$ cat config.mk
export PLATFORM = sky130hd
export DESIGN_NAME = axi_rd_arbiter
export DESIGN_NICKNAME = d
export VERILOG_FILES = /design/src/rtl/axi_rd_arbiter.sv
export SDC_FILE = /design/constraint.sdc
export NUM_CORES = 1
export LEC_CHECK = 0
export BUFFER_PORTS_ARGS = -buffer_cell sky130_fd_sc_hd__buf_2
export CORE_AREA = 5 5 155 157
export DETAILED_ROUTE_END_ITERATION = 6
export DIE_AREA = 0 0 160 162
export SYNTH_ARGS = -nofsm -noshare
export SYNTH_HDL_FRONTEND = slang
export SYNTH_SLANG_ARGS = --single-unit
$ cat constraint.sdc
create_clock -name clk -period 3.7 [get_ports clk]
set_input_delay 0.555 -clock clk [delete_from_list [all_inputs] [get_ports clk]]
set_output_delay 0.555 -clock clk [all_outputs]
set_load 0.01 [all_outputs]
$ cat src/rtl/axi_rd_arbiter.sv
// AXI read-channel arbiter: shares one downstream read port between the IFU and the LSU.
// Ties are resolved round-robin. Only one transaction is outstanding, with an idle cycle between grants.
module axi_rd_arbiter #(
    parameter int AXI_ADDR_WIDTH = 64,
    parameter int AXI_DATA_WIDTH = 64
) (
    input  logic                      clk,
    input  logic                      rst,

    input  logic                      ifu_ar_valid_i,
    output logic                      ifu_ar_ready_o,
    input  logic [AXI_ADDR_WIDTH-1:0] ifu_ar_addr_i,
    output logic                      ifu_r_valid_o,
    input  logic                      ifu_r_ready_i,
    output logic [AXI_DATA_WIDTH-1:0] ifu_r_data_o,
    output logic [1:0]                ifu_r_resp_o,

    input  logic                      lsu_ar_valid_i,
    output logic                      lsu_ar_ready_o,
    input  logic [AXI_ADDR_WIDTH-1:0] lsu_ar_addr_i,
    output logic                      lsu_r_valid_o,
    input  logic                      lsu_r_ready_i,
    output logic [AXI_DATA_WIDTH-1:0] lsu_r_data_o,
    output logic [1:0]                lsu_r_resp_o,

    output logic                      axi_ar_valid_o,
    input  logic                      axi_ar_ready_i,
    output logic [AXI_ADDR_WIDTH-1:0] axi_ar_addr_o,
    input  logic                      axi_r_valid_i,
    output logic                      axi_r_ready_o,
    input  logic [AXI_DATA_WIDTH-1:0] axi_r_data_i,
    input  logic [1:0]                axi_r_resp_i
);

    typedef enum logic [1:0] {
        IDLE = 2'b00,
        AR   = 2'b01,
        R    = 2'b10
    } state_e;

    state_e state_q, state_d;
    logic   grant_q, grant_d;
    logic   lastGrant_q, lastGrant_d;

    // lastGrant resets to LSU so the IFU wins the first tie after reset.
    always_ff @(posedge clk or posedge rst) begin
        if (rst) begin
            state_q     <= IDLE;
            grant_q     <= 1'b0;
            lastGrant_q <= 1'b1;
        end else begin
            state_q     <= state_d;
            grant_q     <= grant_d;
            lastGrant_q <= lastGrant_d;
        end
    end

    always_comb begin
        state_d        = state_q;
        grant_d        = grant_q;
        lastGrant_d    = lastGrant_q;
        ifu_ar_ready_o = 1'b0;
        ifu_r_valid_o  = 1'b0;
        ifu_r_data_o   = '0;
        ifu_r_resp_o   = 2'b00;
        lsu_ar_ready_o = 1'b0;
        lsu_r_valid_o  = 1'b0;
        lsu_r_data_o   = '0;
        lsu_r_resp_o   = 2'b00;
        axi_ar_valid_o = 1'b0;
        axi_ar_addr_o  = '0;
        axi_r_ready_o  = 1'b0;

        case (state_q)
            IDLE: begin
                if (ifu_ar_valid_i || lsu_ar_valid_i) begin
                    state_d = AR;
                    if (ifu_ar_valid_i && lsu_ar_valid_i) begin
                        grant_d = ~lastGrant_q;
                    end else begin
                        grant_d = lsu_ar_valid_i;
                    end
                    lastGrant_d = grant_d;
                end
            end
            AR: begin
                if (grant_q) begin
                    axi_ar_valid_o = lsu_ar_valid_i;
                    axi_ar_addr_o  = lsu_ar_addr_i;
                    lsu_ar_ready_o = axi_ar_ready_i;
                end else begin
                    axi_ar_valid_o = ifu_ar_valid_i;
                    axi_ar_addr_o  = ifu_ar_addr_i;
                    ifu_ar_ready_o = axi_ar_ready_i;
                end
                if (axi_ar_valid_o && axi_ar_ready_i) begin
                    state_d = R;
                end
            end
            R: begin
                if (grant_q) begin
                    lsu_r_valid_o = axi_r_valid_i;
                    lsu_r_data_o  = axi_r_data_i;
                    lsu_r_resp_o  = axi_r_resp_i;
                    axi_r_ready_o = lsu_r_ready_i;
                end else begin
                    ifu_r_valid_o = axi_r_valid_i;
                    ifu_r_data_o  = axi_r_data_i;
                    ifu_r_resp_o  = axi_r_resp_i;
                    axi_r_ready_o = ifu_r_ready_i;
                end
                if (axi_r_valid_i && axi_r_ready_o) begin
                    state_d = IDLE;
                end
            end
            default: begin
                state_d = IDLE;
            end
        endcase
    end

endmodule

==> results.yml <==
power:
  power_mw: 2.10
  p_leak_nw: 2.90
  vdd_drop_max_mv: 0.263
  p_per_area_nw_per_um2: 469
detailed_routing:
  via_per_inst: 3.59
  ant_nets: 0
  totalWireLength_um: 14100
  wire_per_inst_um: 14.3
  vias: 3532
  dr.pass1.iters: 4
  drc: 0
  drt_iter0_drc: 88
worst_setup_path:
  path_max_fanout: 67
  slowest_delay_ns: 0.81
  r2r-start: "grant_q"
  cp-startpoint: "state_q[0]"
  end_kind: "primary output"
  r2r_cells: 3
  worstPathArrival_ns: 2.10
  cp-start-kind: "register"
  required_ns: 3.14
  crit_chain: "nand2b_4, nor2_4, and2_1, buf_2"
  crit_type: "reg -> out"
  slowest_stage: "nor2_4"
floorplan:
  dieArea_um2: 25900
  core-area_um2: 22400
  initial_core_util_pct: 9.92
  rows: 55
  chipHeight_um: 162
  pin_count: 404
  die_x_um: 160
sta:
  hold_violations: 0
  rsz0062_at_grt: "false"
  fin_skew_ns: 0.00448
  fin_crit_sh_pct: 71.8
  slew-limit-headroom_pct: 27.8
  tns_ns: 0
  tightest_slew_ns: 1.08
  timing.fmax_ghz: 0.377
  final_max_slew_viol_count: 0
  setup_viol_count_final: 0
  min_period_ns: 2.66
cts:
  cts-hold-fix-buffers: 0
  cts_sinks: 4
  cts_htree_levels: 1
  cts_resized: 0
  cts_tree: "done"
  clk_pin_slew_ns: 0.03
  root_buffer: "clkbuf_16"
  numCtsBuffers: 3
  post_cts_buffers: 0
  clk_latency_ns: 0.23
  cts_buffer_depth: 2
place:
  place_hpwl_um: 12500
  io_buffer_count: 403
  gp_congestion: 0.810
synthesis:
  synth_top_area_share_pct: 37.8
  synth_top_area_cell: "and2_1"
  synth_edf_count: 0
  ys_ff_latch: 4
  syn-num-nets: 521
  ys_warn_count: 0
  syn_inst: 319
  avgSynthCellArea_um2: 6.96
  synth.cell_area_um2: 2220
  ys_seq_area_share_pct: 4.57
  synth_ff_type: "dfrtp_1"
  synthDistinctLibCells: 25
  synthTopCellsByArea: "and2_1, mux2i_1, nor2_1"
  ys_async_sr_fraction_pct: 100
layout:
  layout-drive-gt1-share_pct: 59.5
  nets: 902
  synthToLayoutAreaGrowth_pct: 101
  final.fill_count: 2517
  insertedDiodeCount: 0
grt:
  grt_max_degree: 69
  track_usage_pct: 9.82
  grt_pass1_vias: 3621
  grt_pass1_wl_um: 20700
  overflow: 0
  antenna_found_initial: 1
hold_path:
  min_path_type: "in -> async"
run:
  drv_cap: 0
outcome:
  outcome: "finished, final reports clean"
## report_power, final
group	total (mW)	switching [mW]	internal, mW
logic	1.82	1.03	0.787
clock network	0.175	0.0329	0.143
registers	0.104	0.0313	0.0729
## state kept, by name (all words and copies together) (netlist names)
register and cells:
state_q 2, grant_q 1, lastGrant_q 1
## worst max-delay path: cells and delay by family, from the launching register on
| kind | cells | cell delay, ns |
|---|---|---|
| and+or+nand+nor | 3 | 1.28 |
| DFF | 1 | 0.42 |
| buffers and inverters | 1 | 0.15 |
## cell usage in the layout (no fill, tap or decap), types with 2 or more instances in the layout
cell type | synthesis | final
nor2_1 | 66 | 66
nand2_1 | 2 | 2
inv_1 | 2 | 2
buf_2 | 4 | 403
nor2b_1 | 2 | 2
nor3_1 | 2 | 2
nor2_4 | 2 | 2
and2_1 | 134 | 134
clkbuf_16 | 0 | 3
mux2i_1 | 65 | 65
dfrtp_1 | 3 | 2
## worst paths after layout
kind / endpoint / slack (ns)
max: lsu_r_data_o[45] / 1.04
min: state_q[1] / 0.20
max reg2reg: state_q[0] / 2.17
min reg2reg: lastGrant_q / 0.54
max in group asynchronous: lastGrant_q / 3.26
min in group clk: lastGrant_q / 0.54
## kinds of logic after synthesis
group,after synthesis,share of synthesized area (%)
AND/OR/NAND/NOR,212,52.8
multiplexers,66,30.0
buffers and inverters,32,11.0
AO/OA/AOI/OAI,5,1.63
flip-flops,4,4.57
## synthesized netlist by cell type, types with 2 or more instances
cell	instances
clkbuf_1	6
nor2_4	2
nand2_1	2
inv_1	2
mux2i_1	65
buf_2	4
nor2b_1	2
buf_4	6
buf_6	13
nor3_1	2
dfrtp_1	3
nor2_1	66
and2_1	134
## per-layer routing
layer / global-route usage [%] / wire [um]
met5: 0 / 13
met4: 1.64 / 156
met3: 2.28 / 1560
met2: 18.0 / 6830
met1: 11.9 / 5560
## per-stage QoR
| stage | worst slack [ns] | cells | instance area (um2) | util [%] | hold WS, ns |
|---|---|---|---|---|---|
| 2_1_floorplan | 2.03 | 319 | 2220 | - | 0.320 |
| 3_3_place_gp | 1.34 | 980 | 4390 | 19.6 | 0.440 |
| 6_report | 1.04 | 984 | 4470 | 20.0 | 0.204 |
| 4_1_cts | 1.04 | 984 | 4470 | 20.0 | 0.211 |
| 5_1_grt | 0.870 | 984 | 4470 | 20.0 | 0.219 |
| 3_5_place_dp | 1.29 | 980 | 4390 | 19.6 | 0.449 |
## final cells by class
type                    count  area (um2)  share of cell area, %
well taps                 285         357                   7.97
inverters                   3        11.3                  0.252
flip-flops and latches      4         105                   2.35
clock buffers               4        78.8                   1.76
repair buffers            405        2040                   45.7
multi-input cells         283        1880                   41.9
Note: power is estimated with default switching activity, not from simulation.
